$ cat config.mk
export PLATFORM = sky130hd
export DESIGN_NAME = multicycle_control_unit
export DESIGN_NICKNAME = d
export VERILOG_FILES = /design/src/rtl/multicycle_control_unit.sv
export SDC_FILE = /design/constraint.sdc
export NUM_CORES = 1
export LEC_CHECK = 0
export ABC_AREA = 1
export BUFFER_PORTS_ARGS = -buffer_cell sky130_fd_sc_hd__buf_4
export CORE_MARGIN = 2
export CORE_UTILIZATION = 49
export CTS_CLUSTER_DIAMETER = 50
export DETAILED_ROUTE_END_ITERATION = 6
export PLACE_DENSITY = 0.78
export SETUP_SLACK_MARGIN = 0.05
export SLEW_MARGIN = 20
export SYNTH_ARGS = -nofsm -noshare
export SYNTH_HDL_FRONTEND = slang
export SYNTH_SLANG_ARGS = --single-unit
$ cat constraint.sdc
create_clock -name clk -period 1.48 [get_ports clk]
set_input_delay 0.222 -clock clk [delete_from_list [all_inputs] [get_ports clk]]
set_output_delay 0.222 -clock clk [all_outputs]
set_load 0.01 [all_outputs]
$ cat src/rtl/multicycle_control_unit.sv
// multicycle_control_unit
//   Moore-style control FSM for a multi-cycle RISC-V datapath with a shared
//   memory and a shared ALU. It supports lw, sw, R/I-type add/sub/slt/or/and,
//   beq and jal. Memory steps stall on a ready handshake. Illegal
//   instructions either park the FSM or are skipped. Retired instructions
//   are counted.
//
// Ports
//   clk, rst            : clock and synchronous active-high reset
//   op_code/funct3/funct7 : instruction fields from the instruction register
//   zero                : ALU zero flag, used by beq
//   mem_ready           : memory access completes this cycle
//   pc_write, ir_write, adr_src, mem_write, reg_write, imm_src,
//   alu_src_a, alu_src_b, alu_control, result_src : datapath controls
//   illegal             : high while parked on an illegal instruction
//   instret             : retired-instruction counter (wraps)
module multicycle_control_unit #(
  parameter int USE_MEM_READY   = 1,
  parameter int HALT_ON_ILLEGAL = 1,
  parameter int CNT_W           = 32
) (
  input  logic             clk,
  input  logic             rst,
  input  logic [6:0]       op_code,
  input  logic [2:0]       funct3,
  input  logic             funct7,
  input  logic             zero,
  input  logic             mem_ready,
  output logic             pc_write,
  output logic             ir_write,
  output logic             adr_src,
  output logic             mem_write,
  output logic             reg_write,
  output logic [1:0]       imm_src,
  output logic [1:0]       alu_src_a,
  output logic [1:0]       alu_src_b,
  output logic [2:0]       alu_control,
  output logic [1:0]       result_src,
  output logic             illegal,
  output logic [CNT_W-1:0] instret
);

  localparam logic [6:0] OP_LW  = 7'b0000011;
  localparam logic [6:0] OP_SW  = 7'b0100011;
  localparam logic [6:0] OP_R   = 7'b0110011;
  localparam logic [6:0] OP_I   = 7'b0010011;
  localparam logic [6:0] OP_BEQ = 7'b1100011;
  localparam logic [6:0] OP_JAL = 7'b1101111;

  localparam logic [2:0] ALU_ADD = 3'b010;
  localparam logic [2:0] ALU_SUB = 3'b011;
  localparam logic [2:0] ALU_OR  = 3'b100;
  localparam logic [2:0] ALU_AND = 3'b101;
  localparam logic [2:0] ALU_SLT = 3'b110;

  typedef enum logic [3:0] {
    S_FETCH, S_DECODE, S_MEMADR, S_MEMREAD, S_MEMWB, S_MEMWRITE,
    S_EXECR, S_EXECI, S_ALUWB, S_BEQ, S_JAL, S_ERROR
  } state_t;

  state_t           state_q, state_d;
  logic [CNT_W-1:0] instret_q, instret_d;
  logic             mem_rdy;
  logic             retire;

  // With the handshake disabled every memory step completes in one cycle.
  assign mem_rdy = (USE_MEM_READY != 0) ? mem_ready : 1'b1;

  // Opcode plus funct3 combinations this controller can execute.
  function automatic logic is_legal(input logic [6:0] op, input logic [2:0] f3);
    logic ok;
    ok = 1'b0;
    case (op)
      OP_LW, OP_SW: ok = (f3 == 3'b010);
      OP_R, OP_I:   ok = (f3 == 3'b000) || (f3 == 3'b010) ||
                         (f3 == 3'b110) || (f3 == 3'b111);
      OP_BEQ:       ok = (f3 == 3'b000);
      OP_JAL:       ok = 1'b1;
      default:      ok = 1'b0;
    endcase
    return ok;
  endfunction

  function automatic logic [2:0] alu_decode(input logic [2:0] f3, input logic sub_en);
    logic [2:0] ctl;
    case (f3)
      3'b000:  ctl = sub_en ? ALU_SUB : ALU_ADD;
      3'b010:  ctl = ALU_SLT;
      3'b110:  ctl = ALU_OR;
      3'b111:  ctl = ALU_AND;
      default: ctl = ALU_ADD;
    endcase
    return ctl;
  endfunction

  always_comb begin
    state_d     = state_q;
    retire      = 1'b0;
    pc_write    = 1'b0;
    ir_write    = 1'b0;
    adr_src     = 1'b0;
    mem_write   = 1'b0;
    reg_write   = 1'b0;
    imm_src     = 2'b00;
    alu_src_a   = 2'b00;
    alu_src_b   = 2'b00;
    alu_control = 3'b000;
    result_src  = 2'b00;
    illegal     = 1'b0;

    case (state_q)
      S_FETCH: begin
        alu_src_b   = 2'b10;
        alu_control = ALU_ADD;
        result_src  = 2'b10;
        ir_write    = mem_rdy;
        pc_write    = mem_rdy;
        if (mem_rdy) state_d = S_DECODE;
      end
      S_DECODE: begin
        // Computes the branch/jump target from OldPC while the register
        // file is being read.
        alu_src_a   = 2'b01;
        alu_src_b   = 2'b01;
        alu_control = ALU_ADD;
        imm_src     = (op_code == OP_JAL) ? 2'b11 : 2'b10;
        if (!is_legal(op_code, funct3)) begin
          state_d = (HALT_ON_ILLEGAL != 0) ? S_ERROR : S_FETCH;
        end else begin
          case (op_code)
            OP_LW, OP_SW: state_d = S_MEMADR;
            OP_R:         state_d = S_EXECR;
            OP_I:         state_d = S_EXECI;
            OP_BEQ:       state_d = S_BEQ;
            default:      state_d = S_JAL;
          endcase
        end
      end
      S_MEMADR: begin
        alu_src_a   = 2'b10;
        alu_src_b   = 2'b01;
        alu_control = ALU_ADD;
        // op_code[5] separates sw (store) from lw (load).
        imm_src     = op_code[5] ? 2'b01 : 2'b00;
        state_d     = op_code[5] ? S_MEMWRITE : S_MEMREAD;
      end
      S_MEMREAD: begin
        adr_src = 1'b1;
        if (mem_rdy) state_d = S_MEMWB;
      end
      S_MEMWB: begin
        result_src = 2'b01;
        reg_write  = 1'b1;
        retire     = 1'b1;
        state_d    = S_FETCH;
      end
      S_MEMWRITE: begin
        adr_src   = 1'b1;
        mem_write = 1'b1;
        if (mem_rdy) begin
          retire  = 1'b1;
          state_d = S_FETCH;
        end
      end
      S_EXECR: begin
        alu_src_a   = 2'b10;
        alu_control = alu_decode(funct3, op_code[5] & funct7);
        state_d     = S_ALUWB;
      end
      S_EXECI: begin
        // Immediate forms have no subtract; funct7 is part of the immediate.
        alu_src_a   = 2'b10;
        alu_src_b   = 2'b01;
        alu_control = alu_decode(funct3, 1'b0);
        state_d     = S_ALUWB;
      end
      S_ALUWB: begin
        reg_write = 1'b1;
        retire    = 1'b1;
        state_d   = S_FETCH;
      end
      S_BEQ: begin
        alu_src_a   = 2'b10;
        alu_control = ALU_SUB;
        pc_write    = zero;
        retire      = 1'b1;
        state_d     = S_FETCH;
      end
      S_JAL: begin
        // ALU produces PC+4 (OldPC + 4) for the link register while the
        // PC loads the target computed during decode.
        alu_src_a   = 2'b01;
        alu_src_b   = 2'b10;
        alu_control = ALU_ADD;
        pc_write    = 1'b1;
        state_d     = S_ALUWB;
      end
      S_ERROR: begin
        illegal = 1'b1;
      end
      default: state_d = S_FETCH;
    endcase

    // Reset overrides everything so an aborted instruction cannot write.
    if (rst) begin
      retire      = 1'b0;
      pc_write    = 1'b0;
      ir_write    = 1'b0;
      adr_src     = 1'b0;
      mem_write   = 1'b0;
      reg_write   = 1'b0;
      imm_src     = 2'b00;
      alu_src_a   = 2'b00;
      alu_src_b   = 2'b00;
      alu_control = 3'b000;
      result_src  = 2'b00;
      illegal     = 1'b0;
    end

    instret_d = retire ? instret_q + CNT_W'(1) : instret_q;
  end

  always_ff @(posedge clk) begin
    if (rst) begin
      state_q   <= S_FETCH;
      instret_q <= '0;
    end else begin
      state_q   <= state_d;
      instret_q <= instret_d;
    end
  end

  assign instret = instret_q;

endmodule

== After elaboration in Yosys (flattened, before gate mapping) ==
Cells that the tools add are included.
Storage, ports and cells
  bits in registers: 36
  input bits: 15
  output and inout bits: 49
  logic and storage cells: 84
Operators by class
  add/sub/neg operators: 1
  eq/ne operators: 23
  multiplexer cells: 39
  bitwise gates (word level): 2
  reduce and logical (&&, ||, !) cells: 17
Operators by type and width (number)
  adder 32 x 1 -> 32 bit (second input constant): 1
  case mux 4 bit (7 select lines): 1
  case mux 3 bit (4 select lines): 2
  two-way mux 1 bit: 17
  equality test 4 x 3 -> 1 bit (second input constant): 4
  equality test 4 bit (second input constant): 4
  two-way mux 4 bit: 4
  case mux 2 bit (2 select lines): 4
  case mux 4 bit (4 select lines): 1
  equality test 7 x 6 -> 1 bit (second input constant): 2
  equality test 7 bit (second input constant): 2
  OR reduction 2 bit: 6
  case mux 3 bit (3 select lines): 1
  OR reduction 3 bit: 3
  equality test 4 x 2 -> 1 bit (second input constant): 2
  two-way mux 2 bit: 4
  OR reduction 4 bit: 2
  equality test 7 x 2 -> 1 bit (second input constant): 1
  equality test 7 x 5 -> 1 bit (second input constant): 1
  equality test 3 bit (second input constant): 2
  two-way mux 3 bit: 2
  != test 2 bit (second input constant): 3
  equality test 4 x 1 -> 1 bit (second input constant): 1
  zero test 4 bit: 1
  9 further kinds: 11

== Longest topological paths before layout ==
Gate-level depths: netlist of run 1.
  depth in word-level cells: 8
  gate-level depth with buffers: 12
  gate-level depth less buffers: 12

== Worst setup path before layout of run 1 ==
OpenSTA, ideal clock, no wires.
  path kind: flip-flop to flip-flop
  start point: register instret_q[1], in the netlist instret[1]
  end point: register instret_q[24], in the netlist instret[24]
  setup time: 137 ps
  arrival: 1500 ps
  data required time: 1343 ps
  setup slack: -157 ps
  stages on the path, launching flop included: 10
  path buffers: 0
  clock period less this slack: 1637 ps
  cell sequence: dfxtp_1 ha_1 nand3_1 inv_1 nand2_1 inv_1 nand4_1 xor2_1 nand2_1 a21oi_1
Between the ends
  cells in the longest elaborated chain, start to end: 1
Ends and longest elaborated chain
  from (decl): line 62  | logic [CNT_W-1:0] instret_q, instret_d;
  from (signal assigned): line 229  | instret_q <= instret_d;
  adder 32 x 1 -> 32 bit: line 220  | instret_d = retire ? instret_q + CNT_W'(1) : instret_q;
Every way passes these cells.
A chain may end at the register's enable or synchronous reset.

== Worst setup path after layout of run 1 ==
  start point: register state_q[0]
  end point: output alu_control[1]
Between the ends
  cells in the longest elaborated chain, start to end: 4
Ends and longest elaborated chain
  from (decl): line 61  | state_t state_q, state_d;
  from (signal assigned): line 228  | state_q <= state_d;
  equality test 4 x 1 -> 1 bit (tied with other cells): line 111  | case (state_q)
  OR reduction 4 bit (no source line)
  case mux 3 bit (4 select lines) *: line 111
  two-way mux 3 bit *: line 205  | if (rst) begin
  to (decl): line 37  | output logic [2:0] alu_control,
Mark *: on every way between the ends. The rest lies on a longest branch, timed or not.

==> metrics.log, run 1 <==
INFO  metric crit_required = 1.26 ns
INFO  metric worst-endpoint-arrival = 1.58 ns
INFO  metric placement_rows = 26
INFO  metric die_width = 76.9 um
INFO  metric pwr_density_cell = 990 nW/um^2
INFO  metric met1_routed_wirelength_after_detailed_routing = 4400 um
INFO  metric drt_pre_antenna_iters = 6
INFO  metric final.min_clock_period = 1.80 ns
INFO  metric via_count = 3918
INFO  metric synth.avg_cell_area = 6.20 um^2
INFO  metric grt_first_pass_wirelength = 15000 um
INFO  metric wl_per_cell = 18.9 um
INFO  metric crit_fanout = 6
INFO  metric drt-initial-drc-count = 439
INFO  metric hold_buffers = 0
INFO  metric tritoncts.num_buffers = 5
INFO  metric die_h = 76.9 um
INFO  metric top_layer = met4
INFO  metric total_power = 4.50 mW
INFO  metric max-cap-violations = 0
INFO  metric grt_pass1_vias = 3343
INFO  metric die_area = 5920 um^2
INFO  metric grt_start_max_net_pins = 19
INFO  metric critPathCaptureType = primary output
INFO  metric crit_path_start_kind = flip-flop
INFO  metric layout-drive-gt1-share = 53.2%
INFO  metric post_place_cell_area = 3610 um^2
INFO  metric hold_path_class = in2reg
INFO  metric area_growth_syn_to_layout = 74.5%
INFO  metric fin_area = 4550 um^2
INFO  metric diodes = 0
INFO  metric maximum_achievable_frequency = 0.554 GHz
INFO  metric place.port_buffers = 63
INFO  metric power.leakage = 1.97 nW
INFO  metric placed_cells = 608
INFO  metric post_detailed_routing_wire_length = 12100 um
INFO  metric finalSetupViolations = 46
INFO  metric path_class = reg2out
INFO  metric finalHoldViolations = 0
INFO  metric post_drt_via_cell_ratio = 6.11
INFO  metric unrepaired_setup_endpoints_after_global_routing = yes
INFO  metric drc = 0
INFO  metric tritoncts_num_sinks = 36
INFO  metric netlist-cell-type-count = 39
INFO  metric status = finished with violations
INFO  metric synth_cells = 420
INFO  metric wl_met3 = 1240 um
INFO  metric violated_checks = setup timing
INFO  metric weighted_congestion_reported_at_the_end_of_routability_driven_placement = 0.942
INFO  metric dp_hpwl = 6240 um
INFO  metric fin_hold_ws = 0.232 ns
INFO  metric worstMarginPinSlew = 0.418 ns
INFO  metric setup_ws = -0.324 ns
INFO  metric grt_overflow = 0
INFO  metric netlist_area = 2600 um^2
INFO  metric clock_tree.buffer_depth = 2
INFO  metric relSlewSlack = 72.1%
INFO  metric track_usage = 31.5%
INFO  metric core_area = 5110 um^2
INFO  metric antenna_found_initial = 0
INFO  metric synth-seq-cells = 36
INFO  metric final_max_slew_viol_count = 0
INFO  metric fin_nets = 586
INFO  metric finalCritPeriodShare = 122%
INFO  metric final_util = 89.0%
INFO  metric ioPinCount = 64
INFO  metric wl_met2 = 5750 um
INFO  metric synth_warn = 0
INFO  metric post_syn_nets = 436
INFO  metric clk_lat_worst_skew = 0.30 ns
INFO  metric starting_density = 51.0%
INFO  metric clk_pin_slew = 0.08 ns
INFO  metric worst_ir_drop_on_vdd = 0.906 mV
INFO  metric clock_tree_from_tritoncts = yes
INFO  metric fill_cells = 235
INFO  metric seq_area_frac_synth = 27.7%
INFO  metric clock_skew = 0.00564 ns
INFO  metric cts.root.buffer_cell = sky130_fd_sc_hd__clkbuf_8
INFO  metric stdcell_count = 641
INFO  metric htree_levels = 2
INFO  metric postRouteAntennaNets = 0
[Yosys cell counts]
| cell type | instances | area share (%) |
|---|---|---|
| sky130_fd_sc_hd__a21oi_1 | 28 | 5.4 |
| sky130_fd_sc_hd__a21oi_2 | 8 | 2.7 |
| sky130_fd_sc_hd__a221oi_1 | 1 | 0.34 |
| sky130_fd_sc_hd__a31oi_1 | 2 | 0.48 |
| sky130_fd_sc_hd__and3_1 | 1 | 0.24 |
| sky130_fd_sc_hd__buf_1 | 1 | 0.14 |
| sky130_fd_sc_hd__buf_4 | 1 | 0.29 |
| sky130_fd_sc_hd__buf_8 | 2 | 1.2 |
| sky130_fd_sc_hd__clkbuf_1 | 4 | 0.58 |
| sky130_fd_sc_hd__dfxtp_1 | 36 | 28 |
| sky130_fd_sc_hd__ha_1 | 1 | 0.48 |
| sky130_fd_sc_hd__inv_1 | 49 | 7.1 |
| sky130_fd_sc_hd__inv_2 | 3 | 0.43 |
| sky130_fd_sc_hd__inv_8 | 1 | 0.43 |
| sky130_fd_sc_hd__nand2_1 | 120 | 17 |
| sky130_fd_sc_hd__nand2_2 | 5 | 1.2 |
| sky130_fd_sc_hd__nand2_4 | 1 | 0.43 |
| sky130_fd_sc_hd__nand2_8 | 1 | 0.77 |
| sky130_fd_sc_hd__nand3_1 | 17 | 3.3 |
| sky130_fd_sc_hd__nand3_2 | 1 | 0.38 |
| sky130_fd_sc_hd__nand3_4 | 1 | 0.67 |
| sky130_fd_sc_hd__nand3b_1 | 3 | 0.86 |
| sky130_fd_sc_hd__nand4_1 | 10 | 2.4 |
| sky130_fd_sc_hd__nand4_2 | 1 | 0.48 |
| sky130_fd_sc_hd__nor2_1 | 57 | 8.2 |
| sky130_fd_sc_hd__nor2_2 | 2 | 0.48 |
| sky130_fd_sc_hd__nor2_4 | 2 | 0.86 |
| sky130_fd_sc_hd__nor3_1 | 17 | 3.3 |
| sky130_fd_sc_hd__nor3b_1 | 2 | 0.58 |
| sky130_fd_sc_hd__nor4_1 | 2 | 0.48 |
| sky130_fd_sc_hd__o2111ai_1 | 1 | 0.34 |
| sky130_fd_sc_hd__o211ai_1 | 2 | 0.58 |
| sky130_fd_sc_hd__o21ai_0 | 15 | 2.9 |
| sky130_fd_sc_hd__o21ai_2 | 1 | 0.34 |
| sky130_fd_sc_hd__o31a_1 | 1 | 0.34 |
| sky130_fd_sc_hd__o31ai_1 | 2 | 0.58 |
| sky130_fd_sc_hd__or2_2 | 1 | 0.24 |
| sky130_fd_sc_hd__xnor2_1 | 5 | 1.7 |
| sky130_fd_sc_hd__xor2_1 | 12 | 4.0 |
[through the flow]
stage / setup slack [ns] / setup TNS (ns)
2_1_floorplan: 0.0547 / 0
3_3_place_gp: -0.0593 / -0.326
3_5_place_dp: -0.109 / -0.845
4_1_cts: -0.235 / -3.15
5_1_grt: -0.368 / -9.49
6_report: -0.324 / -7.55
[routing by layer]
metal | vias up | global-route usage [%]
li1 | 1663 | -
met1 | 1806 | 35.4
met2 | 345 | 55.9
met3 | 104 | 6.59
met4 | 0 | 15.6
met5 | - | 0
[cell usage in the layout, fill, tap and decap left out, drive strengths merged, types with 12 or more instances in the layout]
cell type and n:
nor2 61, xor2 12, nor3 17, a21oi 36, buf 146, o21ai 16, nand2 127, nand3 19
dfxtp 36, inv 54
[state kept, by name, indices dropped and copies added (netlist names)]
signal / flops
instret: 32
state_q: 4
[repair_timing]
action / in CTS / in global routing
buffers inserted: 10 / 10
resized for setup: 62 / 117
pin swaps: 12 / 27
setup endpoints to repair: 49 / 52
gates cloned: 4 / 3
[cell families (layout without fill, tap and decap cells)]
kind of cell             Yosys count  count (layout)  synth area share [%]
AND/OR/NAND/NOR                  244             244                  42.1
flip-flops                        36              36                  27.7
AO/OA/AOI/OAI                     61              61                  13.9
XOR/XNOR                          17              17                  5.72
buffers and inverters             61             212                  10.1
adder cells (fa/ha/maj)            1               1                 0.480
[report_power, final]
group	switching (mW)	internal [mW]	leakage, nW
clock	0.418	0.329	0.0479
combinational	1.33	1.23	1.62
sequential	0.135	1.05	0.305
[worst max-delay path, stage by stage, from the launching register on]
cell	delay, ns
sky130_fd_sc_hd__dfxtp_4	0.41
sky130_fd_sc_hd__nor2_4	0.06
sky130_fd_sc_hd__inv_2	0.10
sky130_fd_sc_hd__nor2_4	0.05
sky130_fd_sc_hd__nor2_2	0.11
sky130_fd_sc_hd__nand3_1	0.11
sky130_fd_sc_hd__o31a_1	0.29
sky130_fd_sc_hd__buf_4	0.14
[worst paths after layout]
path                                  endpoint  slack (ns)        start  cells past startpoint
worst max-delay path            alu_control[1]       -0.32   state_q[0]                      7
worst min-delay path                instret[3]        0.23          rst                      2
worst max register to register     instret[17]       -0.26   state_q[1]                     10
worst min register to register     instret[31]        0.52  instret[31]                      2
[final cells by class]
class                           count  area, um^2  area share (%)
Inverter                           53         221            4.87
Clock inverter                      3        18.8           0.413
Timing Repair Buffer              150        1300            28.5
Multi-Input combinational cell    323        2070            45.4
Tap cell                           70        87.6            1.93
Clock buffer                        5        68.8            1.51
Timing Repair inverter              1        11.3           0.248
Sequential cell                    36         774            17.0
Note: power is estimated with default switching activity, not from simulation.
==> inputs of run 2 (changes only) <==
--- a/config.mk
+++ b/config.mk
@@ -7,7 +7,6 @@
 export LEC_CHECK = 0
 export ABC_AREA = 1
 export BUFFER_PORTS_ARGS = -buffer_cell sky130_fd_sc_hd__buf_4
-export CORE_MARGIN = 2
 export CORE_UTILIZATION = 49
 export CTS_CLUSTER_DIAMETER = 50
 export DETAILED_ROUTE_END_ITERATION = 6
==> run 2 against run 1 <==
  * The run still ends with setup timing left
  * Clock power decreased by 5.9%
  * Final area decreased by 2.5%
  * Via count decreased by 0.26%
  * First-iteration DRC count increased by 4.6%
  * Clock skew increased by 0.0084 ns
  * Global-route usage increased by 6.5 points
  * Largest power group unchanged
==> metrics.log, run 2 (synthesis gave the netlist of run 1 again) <==
INFO  metric crit_required = 1.71 ns
INFO  metric final_max_slew_viol_count = 0
INFO  metric via_count = 3908
INFO  metric clock_skew = 0.0140 ns
INFO  metric ioPinCount = 64
INFO  metric drt-initial-drc-count = 459
INFO  metric relSlewSlack = 68.6%
INFO  metric layout.cells.most_common_list = sky130_fd_sc_hd__buf_4 (118), sky130_fd_sc_hd__nand2_1 (100), sky130_fd_sc_hd__nor2_1 (41)
INFO  metric status = finished with violations
INFO  metric dp_worst_setup_slack = -0.132 ns
INFO  metric maximum_achievable_frequency = 0.492 GHz
INFO  metric place.port_buffers = 63
INFO  metric power.leakage = 1.88 nW
INFO  metric max-cap-violations = 0
INFO  metric regToRegStartpoint = instret[24]
INFO  metric die_area = 5610 um^2
INFO  metric crit_fanout = 3
INFO  metric postRouteAntennaNets = 0
INFO  metric starting_density = 51.0%
INFO  metric pwr_density_cell = 1030 nW/um^2
INFO  metric fill_cells = 254
INFO  metric critPathCaptureType = flip-flop
INFO  metric diodes = 0
INFO  metric weighted_congestion_reported_at_the_end_of_routability_driven_placement = 0.932
INFO  metric clk_pin_slew = 0.08 ns
INFO  metric layout-drive-gt1-share = 48.1%
INFO  metric final.min_clock_period = 2.03 ns
INFO  metric placement_rows = 26
INFO  metric grt_start_max_net_pins = 21
INFO  metric finalSetupViolations = 50
INFO  metric post_detailed_routing_wire_length = 12400 um
INFO  metric fin_hold_ws = 0.177 ns
INFO  metric die_h = 74.9 um
INFO  metric finalCritPeriodShare = 137%
INFO  metric fin_nets = 579
INFO  metric worst_ir_drop_on_vdd = 1.05 mV
INFO  metric clock_tree.buffer_depth = 2
INFO  metric die_width = 74.9 um
INFO  metric crit_path_start_kind = flip-flop
INFO  metric cts.root.buffer_cell = sky130_fd_sc_hd__clkbuf_8
INFO  metric worst-endpoint-arrival = 2.27 ns
INFO  metric hold_buffers = 0
INFO  metric area_growth_syn_to_layout = 70.1%
INFO  metric post_drt_via_cell_ratio = 6.17
INFO  metric timing.hold.worst.start = rst
INFO  metric wl_per_cell = 19.6 um
INFO  metric grt_overflow = 0
INFO  metric core_area = 5110 um^2
INFO  metric total_power = 4.57 mW
INFO  metric track_usage = 38.0%
INFO  metric layout_commonest_cell = sky130_fd_sc_hd__buf_4
INFO  metric clk_lat_worst_skew = 0.30 ns
INFO  metric grt_first_pass_wirelength = 15800 um
INFO  metric grt_pass1_vias = 3472
INFO  metric htree_levels = 2
INFO  metric tritoncts_num_sinks = 36
INFO  metric path_class = reg2reg
INFO  metric hold_path_class = in2reg
INFO  metric antenna_found_initial = 1
INFO  metric unrepaired_setup_endpoints_after_global_routing = yes
INFO  metric finalHoldViolations = 0
INFO  metric tritoncts.num_buffers = 5
INFO  metric drc = 0
INFO  metric clock_tree_from_tritoncts = yes
INFO  metric dp_hpwl = 6080 um
INFO  metric timing_startpoint_of_the_critical_path = instret[24]
INFO  metric violated_checks = setup timing
INFO  metric final_util = 86.7%
INFO  metric drt_pre_antenna_iters = 6
INFO  metric worstMarginPinSlew = 0.467 ns
INFO  metric largest_reg_flops = 32
INFO  metric setup_ws = -0.552 ns
run 2: per-layer routing:
| layer | vias up | share of wire [%] | GRT usage [%] |
|---|---|---|---|
| li1 | 1648 | - | - |
| met1 | 1762 | 34 | 43.8 |
| met2 | 361 | 46 | 62.9 |
| met3 | 137 | 12 | 9.91 |
| met4 | 0 | 8.4 | 23.7 |
| met5 | - | 0 | 0 |
run 2: layout make-up:
cell class	instances	area [um^2]	share of cell area, %
multi-input combinational	323	2020	45.5
timing repair buffer	143	1280	28.9
sequential	36	737	16.6
inverter	53	214	4.83
tap	70	87.6	1.98
clock buffer	6	72.6	1.64
timing repair inverter	1	16.3	0.367
clock inverter	1	5.00	0.113
run 2: worst paths after layout:
kind / slack (ns) / cells after the start / end
setup / recovery: -0.55 / 8 / instret[26]
hold / removal: 0.18 / 2 / instret[5]
setup reg to reg: -0.55 / 8 / instret[26]
hold reg to reg: 0.52 / 2 / instret[31]
run 2: through the flow:
stage          setup TNS [ns]  instance area [um^2]  instances
6_report               -11.09                  4430        633
5_1_grt                -13.99                  4430        633
4_1_cts                 -4.64                  4240        630
3_5_place_dp            -2.28                  3570        603
3_3_place_gp           -0.490                  3570        603
2_1_floorplan               0                  2620        420
run 2: worst max-delay path, cell delays in order, from the launching register on:
cell                      delay, ns
sky130_fd_sc_hd__dfxtp_1       0.42
sky130_fd_sc_hd__inv_1         0.12
sky130_fd_sc_hd__nor3_2        0.37
sky130_fd_sc_hd__nand2_1       0.13
sky130_fd_sc_hd__nor2_1        0.36
sky130_fd_sc_hd__nand2_1       0.15
sky130_fd_sc_hd__xnor2_1       0.18
sky130_fd_sc_hd__nand2_1       0.09
sky130_fd_sc_hd__a21oi_2       0.16
run 2: repair_timing:
item | CTS | global route
gates resized for setup | 111 | 39
endpoints found under the setup margin | 52 | 53
setup buffers | 16 | 2
hold endpoints to repair | 0 | 0
pin swaps | 25 | 13
gates cloned | 5 | 1
run 2: power breakdown:
group	switching, mW	leakage (nW)	internal (mW)
Combinational	1.43	1.54	1.30
Clock	0.382	0.0410	0.321
Sequential	0.0864	0.295	1.05
